`config.mk`:
```
export PLATFORM = sky130hd
export DESIGN_NAME = tt_sweep_driver
export DESIGN_NICKNAME = d
export VERILOG_FILES = /design/src/rtl/lab2_pkg.sv /design/src/rtl/tt_sweep_driver.sv
export SDC_FILE = /design/constraint.sdc
export NUM_CORES = 1
export LEC_CHECK = 0
export CAP_MARGIN = 20
export CORE_ASPECT_RATIO = 2
export CORE_MARGIN = 2
export CORE_UTILIZATION = 45
export DETAILED_ROUTE_END_ITERATION = 10
export PLACE_DENSITY = 0.72
export RECOVER_POWER = 50
export REMOVE_ABC_BUFFERS = 1
export SETUP_SLACK_MARGIN = 0.3
export SYNTH_ARGS = -nofsm -noshare
export SYNTH_HDL_FRONTEND = slang
export SYNTH_SLANG_ARGS = --single-unit
```
`constraint.sdc`:
```
create_clock -name clk -period 2.3 [get_ports clk]
set_input_delay 0.345 -clock clk [delete_from_list [all_inputs] [get_ports clk]]
set_output_delay 0.345 -clock clk [all_outputs]
set_load 0.1 [all_outputs]
```
`src/rtl/lab2_pkg.sv`:
```
`default_nettype none
// ============================================================================
// Package : lab2_pkg
// Brief   : Shared types and widths for the truth-table sweep driver.
// Rev     : 1.0  initial release
// ============================================================================
package lab2_pkg;

    // Sweep controller states
    typedef enum logic [1:0] {
        IDLE = 2'd0,
        RUN  = 2'd1,
        DONE = 2'd2
    } sweep_state_t;

    // Driven vector width ({x,y,z,w}) and truth-table width (2**VEC_W)
    localparam int VEC_W  = 4;
    localparam int TT_W   = 16;
    // Ones count must hold 16 without wrapping
    localparam int ONES_W = 5;

    // Settle counter width for a given settle length
    function automatic int cnt_width(input int settle);
        return $clog2(settle + 1) + 1;
    endfunction

endpackage : lab2_pkg
`default_nettype wire

```
`src/rtl/tt_sweep_driver.sv`:
```
`default_nettype none
// ============================================================================
// Module  : tt_sweep_driver
// Brief   : Drives {x,y,z,w} through all 16 vectors, samples f_in after a
//           settle delay, builds a truth table + ones count and compares the
//           table to a captured golden value.
// Rev     : 1.0  initial release
// ============================================================================
module tt_sweep_driver
    import lab2_pkg::*;
#(
    parameter int SETTLE_CYCLES = 2
) (
    input  logic              clk,
    input  logic              rst_n,
    input  logic              start,
    input  logic              abort,
    input  logic [TT_W-1:0]   golden,
    input  logic              f_in,
    output logic              x,
    output logic              y,
    output logic              z,
    output logic              w,
    output logic              busy,
    output logic              done,
    output logic [TT_W-1:0]   truth_table,
    output logic [ONES_W-1:0] ones_count,
    output logic              match
);

    localparam int               CNT_W    = cnt_width(SETTLE_CYCLES);
    localparam logic [CNT_W-1:0] c_SETTLE = CNT_W'(SETTLE_CYCLES);
    localparam logic [VEC_W-1:0] c_LAST   = {VEC_W{1'b1}};

    sweep_state_t      r_state;
    logic [VEC_W-1:0]  r_idx;
    logic [CNT_W-1:0]  r_cnt;
    logic [TT_W-1:0]   r_tt;
    logic [TT_W-1:0]   r_golden;
    logic [ONES_W-1:0] r_ones;
    logic              r_busy;
    logic              r_done;
    logic              r_match;

    // Table and ones count as they will be once the current vector is sampled
    logic [TT_W-1:0]   w_tt_next;
    logic [ONES_W-1:0] w_ones_next;

    assign w_tt_next   = r_tt | (TT_W'(f_in) << r_idx);
    assign w_ones_next = r_ones + ONES_W'(f_in);

    // Sweep FSM with settle counter, vector index and result accumulation
    always_ff @(posedge clk or negedge rst_n) begin
        if (!rst_n) begin
            r_state  <= IDLE;
            r_idx    <= '0;
            r_cnt    <= '0;
            r_tt     <= '0;
            r_golden <= '0;
            r_ones   <= '0;
            r_busy   <= 1'b0;
            r_done   <= 1'b0;
            r_match  <= 1'b0;
        end else begin
            case (r_state)
                IDLE: begin
                    r_done <= 1'b0;
                    if (start) begin
                        r_state  <= RUN;
                        r_idx    <= '0;
                        r_cnt    <= c_SETTLE;
                        r_busy   <= 1'b1;
                        r_tt     <= '0;
                        r_ones   <= '0;
                        r_match  <= 1'b0;
                        r_golden <= golden;
                    end
                end
                RUN: begin
                    // abort beats a same-cycle final sample; partial results stay
                    if (abort) begin
                        r_state <= IDLE;
                        r_busy  <= 1'b0;
                    end else if (r_cnt != '0) begin
                        r_cnt <= r_cnt - 1'b1;
                    end else begin
                        r_tt   <= w_tt_next;
                        r_ones <= w_ones_next;
                        if (r_idx == c_LAST) begin
                            r_state <= DONE;
                            r_busy  <= 1'b0;
                            r_done  <= 1'b1;
                            r_match <= (w_tt_next == r_golden);
                        end else begin
                            r_idx <= r_idx + 1'b1;
                            r_cnt <= c_SETTLE;
                        end
                    end
                end
                DONE: begin
                    r_state <= IDLE;
                    r_done  <= 1'b0;
                end
                default: begin
                    r_state <= IDLE;
                    r_busy  <= 1'b0;
                    r_done  <= 1'b0;
                end
            endcase
        end
    end

    // Vector comes straight from the index register (x is the MSB)
    assign {x, y, z, w}  = r_idx;
    assign busy          = r_busy;
    assign done          = r_done;
    assign truth_table   = r_tt;
    assign ones_count    = r_ones;
    assign match         = r_match;

endmodule : tt_sweep_driver
`default_nettype wire

```
* Yosys cells after proc, flatten, opt, wreduce, memory -nomap -nowiden *
Index checks and enable logic that the tools add are counted.

storage, ports and cells
  register bits = 49
  input port bits = 21
  output and inout port bits = 28

cells by class
  multiplexer cells = 37
  shift-type cells = 1
  reduce and logical (&&, ||, !) cells = 11
  equal/unequal tests = 12
  bitwise logic cells = 2
  add/sub/neg operators = 3

operators with widths
  cell                 count
  $mux 16              3
  $pmux 16 s2          1
  $eq 16x16->1         1
  $mux 4               4
  $or 16x16->16        1
  $shl 1x4->16         1
  $mux 5               3
  $mux 1               12
  $mux 3               4
  $reduce_and 4->1     3
  $ne 2x2->1 const B   5
  $pmux 5 s2           1
  $reduce_and 5->1     2
  $ne 3x3->1 const B   3
  $mux 2               4
  $pmux 4 s2           1
  $pmux 3 s2           1
  $reduce_and 3->1     2
  $add 5x1->5          1
  $add 4x1->4 const B  1
  $eq 4x4->1 const B   1
  $pmux 2 s2           1
  $pmux 1 s3           1
  $reduce_bool 3->1    1
  8 further kinds      8

* Longest topological paths before layout *
Gate-level depths: netlist of run 1.

  depth after elaboration = 7
  depth in mapped cells = 8
  mapped depth without buffers = 8

* Worst setup path before layout of run 1 *
OpenSTA, ideal clock, no wires.

  path type = reg-to-reg
  start = register r_idx[1]
  end = register r_match, in the netlist match
  path slack = -333 ps
  arrival = 2,568 ps
  required time = 2,234 ps
  period minus slack after synthesis = 2,633 ps
  path buffers = 1
  stages on the path, launching flop included = 9
  setup time = 66 ps
  cells stage by stage = dfrtp_1 > ha_1 > nand3_1 > or2_1 > buf_6 > nor4_4 > o311ai_1 > nor4_1 > a31o_1

on the way
  word-level cells in the longest chain between the ends = 7
  elaborated cells between the ends (all ways) = 10
  classes of those cells = eq/ne (3); shift (1); mux (4); bitwise (1); reduce/logical (1)

RTL lines
  element                 RTL line               RTL
  start, declared         tt_sweep_driver.sv:36  logic [VEC_W-1:0] r_idx;
  start signal, assigned  tt_sweep_driver.sv:95  r_idx <= r_idx + 1'b1;
  $shl 1x4->16            tt_sweep_driver.sv:49  assign w_tt_next = r_tt | (TT_W'(f_in) << r_idx);
  $or 16x16->16           tt_sweep_driver.sv:49
  $eq 16x16->1            tt_sweep_driver.sv:93  r_match <= (w_tt_next == r_golden);
  $mux 1                  tt_sweep_driver.sv:89  if (r_idx == c_LAST) begin
  $mux 1                  tt_sweep_driver.sv:84  end else if (r_cnt != '0) begin
  $mux 1                  tt_sweep_driver.sv:81  if (abort) begin
  $pmux 1 s2              tt_sweep_driver.sv:65  case (r_state)
  end signal, assigned    tt_sweep_driver.sv:93
  end, declared           tt_sweep_driver.sv:43  logic r_match;

Several ways; a longest one is shown, not always the timed one. The select of a mux whose other input is x is not followed.
A chain may end at the register's enable or synchronous reset.

* Final worst setup path of run 1 *
  start = input f_in
  end = register r_match, in the netlist match

on the way
  word-level cells in the longest chain between the ends = 7

RTL lines
  element          RTL line               RTL
  start, declared  tt_sweep_driver.sv:19  input logic f_in,
  $shl 1x4->16     tt_sweep_driver.sv:49
  $or 16x16->16    tt_sweep_driver.sv:49
  $eq 16x16->1     tt_sweep_driver.sv:93
  $mux 1           tt_sweep_driver.sv:89
  $mux 1           tt_sweep_driver.sv:84
  $mux 1           tt_sweep_driver.sv:81
  $pmux 1 s2       tt_sweep_driver.sv:65

Every way passes these cells. The select of a mux whose other input is x is not followed.

==> flow_metrics.env, run 1 <==
export IMPL_cap_violations=0
export IMPL_utilization=0.581
export IMPL_crit_chain="clkdlybuf4s50_1 -> nor3b_4 -> buf_4 -> a31oi_1 -> xnor2_1 -> nor4_1 -> a31o_1"
export IMPL_cts_tree="done"
export IMPL_drc=0
export IMPL_clk_pin_slew_worst_paths_ps=90
export IMPL_fin_ws_ps=368
export IMPL_wl_per_cell_um=15.4
export IMPL_drt_wl_total_mm=6.03
export IMPL_grt_pass1_vias=2146
export IMPL_relSlewSlack=0.215
export IMPL_arrival_ps=2180
export IMPL_clk_latency_ps=300
export IMPL_peakVddDrop_uv=813
export IMPL_vias_per_cell=5.46
export IMPL_ys_warn_count=0
export IMPL_syn2layout_area_growth_pct=26.0
export IMPL_synth_cell_area_um2=2450
export IMPL_cp_required_ps=2550
export IMPL_timing_hold_ws_ps=353
export IMPL_slew_violations=0
export IMPL_power_share_clock=0.257
export IMPL_p_sw_mw=0.873
export IMPL_crit_path_end_kind="flop"
export IMPL_cts_sinks=49
export IMPL_track_usage=0.206
export IMPL_start_util=0.461
export IMPL_drive_gt1_frac=0.165
export IMPL_grt_pass1_wl_mm=9.85
export IMPL_cpMaxStageDelayCell="clkdlybuf4s50_1"
export IMPL_cts_root_buf="clkbuf_8"
export IMPL_max_stage_delay_ps=570
export IMPL_postRouteAntennaNets=0
export IMPL_dp_slack_ps=9.50
export IMPL_crit_fanout=6
export IMPL_netlist_area_leader_share=0.499
export IMPL_rsz0062_at_grt="false"
export IMPL_outcome="finished clean"
export IMPL_synthMostInstantiatedCell="nand2_1"
export IMPL_tns_ps=0
export IMPL_num_fill_cells=496
export IMPL_async_reset_ff_frac=1.00
export IMPL_drt_iter0_markers=101
export IMPL_die_x_um=56.2
export IMPL_nets=358
export IMPL_synth_common_cells="nand2_1 (61), dfrtp_1 (49), nor2_1 (31)"
export IMPL_critPathLaunchType="primary input"
export IMPL_swShare=0.355
export IMPL_fin_area_um2=3090
export IMPL_gr_total_overflow=0
export IMPL_die_area_um2=6100
export IMPL_hold_class="primary input to asynchronous set/reset pin"
export IMPL_power_density_nw_per_um2=794
export IMPL_ys_types=39
export IMPL_finalHoldViolations=0
export IMPL_avgSynthCellArea_um2=8.89
export IMPL_worst_pin_slew_ps=1180
export IMPL_synth_edf_count=0
export IMPL_fp_row_count=38
export IMPL_crit_start="f_in"
export IMPL_min_period_over_period=0.840
export IMPL_ys_seq_area_frac=0.499
export IMPL_seq_power_share=0.432
export IMPL_antenna_found_initial=0
export IMPL_synth_area_top_cells="dfrtp_1 (50%), nand2_1 (9.3%), a21oi_1 (6.1%)"
export IMPL_ys_ff_latch=49
export IMPL_portBuffers=48
export IMPL_placed_cell_area_um2=2990
export IMPL_diodes=0
export IMPL_comb_power_share=0.311
export IMPL_r2r_start="r_idx[0]$_DFFE_PN0P_"
export IMPL_fin_cells=393
export IMPL_fin_crit_ps=1930
export IMPL_grt_max_degree=50
export IMPL_power_total_mw=2.46
export IMPL_synth_largest_area_cell="dfrtp_1"
export IMPL_p_int_mw=1.58
export IMPL_synth_top_flop_cell="dfrtp_1"
export IMPL_hpwl_mm=4.48
export IMPL_setup_violations=0
export IMPL_dpl_cell_count=385
export IMPL_place_congestion=0.886
export IMPL_syn_inst=276
export IMPL_io_pins=49
export IMPL_dr_total_vias=2146
export IMPL_critical_path_class="primary input to flop"
export IMPL_drt_pass1_iterations=4
export IMPL_cts_htree_levels=2
export IMPL_fp_dieH_um=108
export IMPL_clock_skew_ps=7.14
export IMPL_core_region_area_um2=5330
export IMPL_p_leak_nw=1.49
export IMPL_cts_hold_buf=0
export IMPL_cts_buffers=5
export IMPL_max_freq_mhz=518
export IMPL_clockBufferDepth=2
[worst max-delay path: cells and delay by family]
| kind | cells | cell delay [ps] |
|---|---|---|
| AOI/OAI and AO/OA | 2 | 280 |
| xor gates and xnor gates | 1 | 140 |
| buffers and inverters | 2 | 760 |
| and+or+nand+nor | 2 | 650 |
[registers in the layout, indices dropped and copies added (netlist names)]
| signal | count |
|---|---|
| r_golden | 16 |
| truth_table | 16 |
| ones_count | 5 |
| r_idx | 4 |
| r_cnt | 3 |
| r_state | 2 |
| busy | 1 |
| done | 1 |
| match | 1 |
[placed cells by master, fill, tap and decap left out, types with 2 or more instances in the layout]
master and n:
a31oi_1 5, nand3_1 6, o31ai_1 2, and3_1 3, a32o_1 2, nand2b_1 4, dfrtp_1 48, nand2_1 61
nor3_1 3, buf_4 36, nor2_1 31, o21ai_0 6, ha_1 5, clkbuf_8 6, clkdlybuf4s50_1 19, nor2b_1 4
xnor2_1 2, nor4_1 3, xor2_1 15, clkbuf_1 9, inv_1 6, a21oi_1 30, o22ai_1 2, nand4_1 3
[kinds of logic after synthesis]
family	count (synthesis)	share of synthesized area
simple gates	129	0.245
buf+inv	22	0.0408
xor+xnor	17	0.0607
fa+ha+maj	5	0.0255
flops	49	0.499
compound gates	53	0.125
mux	1	0.00408
[metal layers]
metal	wire length (um)	GRT usage	part of all wire	vias to the layer above
met2	3150	0.365	0.52	61
met5	0	0	0	-
met4	109	0.0782	0.018	0
met1	2530	0.251	0.42	1040
li1	-	-	-	1035
met3	247	0.0287	0.041	10
[area by class of cell]
type                       count  area [um2]  area share
clock buffer                   7        86.3      0.0279
clock inverter                 1        30.0     0.00971
inverter                       6        22.5     0.00728
multi-input combinational    205        1150       0.372
sequential                    49        1230       0.397
tap                           60        75.1      0.0243
timing repair buffer          65         500       0.162
[power groups by stage]
stage / clock (mW) / sequential, mW / combinational (mW)
4_1_cts: 0.638 / 1.06 / 0.763
3_5_place_dp: 0 / 1.07 / 0.760
3_3_place_gp: 0 / 1.07 / 0.740
6_report: 0.632 / 1.06 / 0.763
2_1_floorplan: 0 / 1.24 / 0.324
5_1_grt: 0.677 / 1.07 / 0.838
[path summary, 6_finish.rpt]
kind | cells past startpoint | endpoint | slack (ps)
min reg2reg | 2 | busy$_DFFE_PN0P_ | 480
max | 7 | match$_DFFE_PN0P_ | 370
min | 2 | r_idx[0]$_DFFE_PN0P_ | 350
max reg2reg | 8 | match$_DFFE_PN0P_ | 410
min in group clk | 2 | busy$_DFFE_PN0P_ | 480
max in group asynchronous | 2 | r_idx[3]$_DFFE_PN0P_ | 1170
[repair_timing]
| action | 4_1_cts | 5_1_grt |
|---|---|---|
| hold endpoints to repair | 0 | 0 |
| resized for setup | 0 | 7 |
| buffers inserted | 0 | 0 |
| setup endpoints to repair | 0 | 1 |
No activity file was read; power rests on OpenSTA's default activity.
==> run 2, diff against run 1 <==
clock period = 1.8 ns   (was 2.3 ns; I/O delays follow)
==> flow_metrics.env, run 2 (same netlist as run 1, synthesis figures left out) <==
export IMPL_arrival_ps=2070
export IMPL_globalRouteMet2Util=0.427
export IMPL_gr_total_overflow=0
export IMPL_hpwl_mm=4.80
export IMPL_cts_tree="done"
export IMPL_timing_hold_ws_ps=288
export IMPL_grt_busiest_layer="met2"
export IMPL_clock_skew_ps=12.8
export IMPL_fp_dieH_um=108
export IMPL_crit_chain="buf_6 -> nor3b_4 -> buf_4 -> a21oi_1 -> xor2_1 -> nand2_1 -> nor4_2 -> a31o_1"
export IMPL_antenna_found_initial=0
export IMPL_r2r_end="match$_DFFE_PN0P_"
export IMPL_cts_htree_levels=2
export IMPL_relSlewSlack=0.192
export IMPL_slew_violations=0
export IMPL_fin_area_um2=3750
export IMPL_cts_sinks=49
export IMPL_placed_cell_area_um2=3410
export IMPL_drt_pass1_iterations=4
export IMPL_syn2layout_area_growth_pct=52.9
export IMPL_die_area_um2=6100
export IMPL_postRouteAntennaNets=0
export IMPL_cts_root_buf="clkbuf_8"
export IMPL_drt_wl_total_mm=7.70
export IMPL_num_fill_cells=375
export IMPL_dr_total_vias=2377
export IMPL_seq_area_um2=1230
export IMPL_cpMaxStageDelayCell="dfrtp_1"
export IMPL_finalHoldViolations=0
export IMPL_worst_path_buf_inv=2
export IMPL_critPathTopFamily="simple AND/OR/NAND/NOR gates"
export IMPL_power_density_nw_per_um2=919
export IMPL_grt_util_met1=0.278
export IMPL_violations="negative setup slack"
export IMPL_max_freq_mhz=550
export IMPL_rsz0062_at_grt="true"
export IMPL_io_pins=49
export IMPL_cap_violations=0
export IMPL_core_region_area_um2=5330
export IMPL_critical_path_class="flop to flop"
export IMPL_cts_buffers=5
export IMPL_grt_pass1_vias=2496
export IMPL_fp_row_count=38
export IMPL_p_leak_nw=1.73
export IMPL_min_period_over_period=1.01
export IMPL_place_congestion=0.879
export IMPL_grt_pass1_wl_mm=11.7
export IMPL_r2r_start="r_idx[0]$_DFFE_PN0P_"
export IMPL_clockBufferDepth=2
export IMPL_dp_slack_ps=-357
export IMPL_outcome="finished, violations left"
export IMPL_cts_hold_buf=0
export IMPL_critPathLaunchType="flop"
export IMPL_peakVddDrop_uv=800
export IMPL_worst_pin_slew_ps=1210
export IMPL_clk_pin_slew_worst_paths_ps=90
export IMPL_hold_class="primary input to asynchronous set/reset pin"
export IMPL_start_util=0.461
export IMPL_crit_fanout=6
export IMPL_most_common_layout_cells="nand2_1 (59), dfrtp_1 (48), nor2_1 (30), buf_4 (30)"
export IMPL_grt_max_degree=50
export IMPL_setup_violations=1
export IMPL_ff2ff_path_depth=8
export IMPL_final_common_cell="nand2_1"
export IMPL_vias_per_cell=5.65
export IMPL_drc=0
export IMPL_drt_iter0_markers=89
export IMPL_nets=386
export IMPL_portBuffers=48
export IMPL_die_x_um=56.2
export IMPL_power_total_mw=3.45
export IMPL_crit_path_end_kind="flop"
export IMPL_rrSetupSlack_ps=-20
export IMPL_diodes=0
export IMPL_fin_crit_ps=1820
export IMPL_fin_ws_ps=-19.0
export IMPL_wl_per_cell_um=18.3
export IMPL_grt_use_met3=0.0431
export IMPL_track_usage=0.245
export IMPL_multiInputGateArea_um2=1390
export IMPL_drive_gt1_frac=0.371
export IMPL_max_stage_delay_ps=410
export IMPL_clk_latency_ps=310
export IMPL_cp_required_ps=2050
[run 2: layer usage]
| layer | part of all wire | vias to the layer above |
|---|---|---|
| li1 | - | 1095 |
| met1 | 0.37 | 1162 |
| met2 | 0.54 | 91 |
| met3 | 0.043 | 29 |
| met4 | 0.044 | 0 |
| met5 | 0 | - |
[run 2: stage by stage]
stage,util,std cells,TNS [ps]
after global routing,0.705,421,-109
after global placement,0.641,397,-355
after detailed placement,0.641,397,-588
final,0.705,421,-19.0
after floorplan,-,260,-7150
after CTS,0.702,415,0
[run 2: worst max path at each step]
| stage | startpoint | endpoint | slack [ps] | depth (start not counted) |
|---|---|---|---|---|
| floorplan | r_idx[1]$_DFFE_PN0P_ | match$_DFFE_PN0P_ | -980 | 7 |
| global placement | f_in | match$_DFFE_PN0P_ | -300 | 7 |
| detailed placement | f_in | match$_DFFE_PN0P_ | -360 | 7 |
| CTS | r_idx[0]$_DFFE_PN0P_ | match$_DFFE_PN0P_ | 40 | 7 |
| global route | r_idx[0]$_DFFE_PN0P_ | match$_DFFE_PN0P_ | -110 | 8 |
| finish | r_idx[0]$_DFFE_PN0P_ | match$_DFFE_PN0P_ | -20 | 8 |
[run 2: report_power, final]
group | total, mW | internal, mW | switching, mW
logic | 1.44 | 0.606 | 0.837
clock network | 0.633 | 0.270 | 0.363
registers | 1.37 | 1.24 | 0.135
total | 3.45 | 2.11 | 1.34
[run 2: layout make-up]
class | count | area share
clock inverter | 2 | 0.00267
sequential | 49 | 0.327
clock buffer | 6 | 0.0193
multi-input combinational | 205 | 0.371
tap | 60 | 0.0200
timing repair buffer | 93 | 0.253
inverter | 6 | 0.00600
[run 2: repair_timing]
| item | CTS | global route |
|---|---|---|
| endpoints found under the setup margin | 29 | 30 |
| endpoints found under the hold margin | 0 | 0 |
| resized for setup | 45 | 40 |
| buffers inserted | 10 | 6 |
| pin swaps | 22 | 17 |
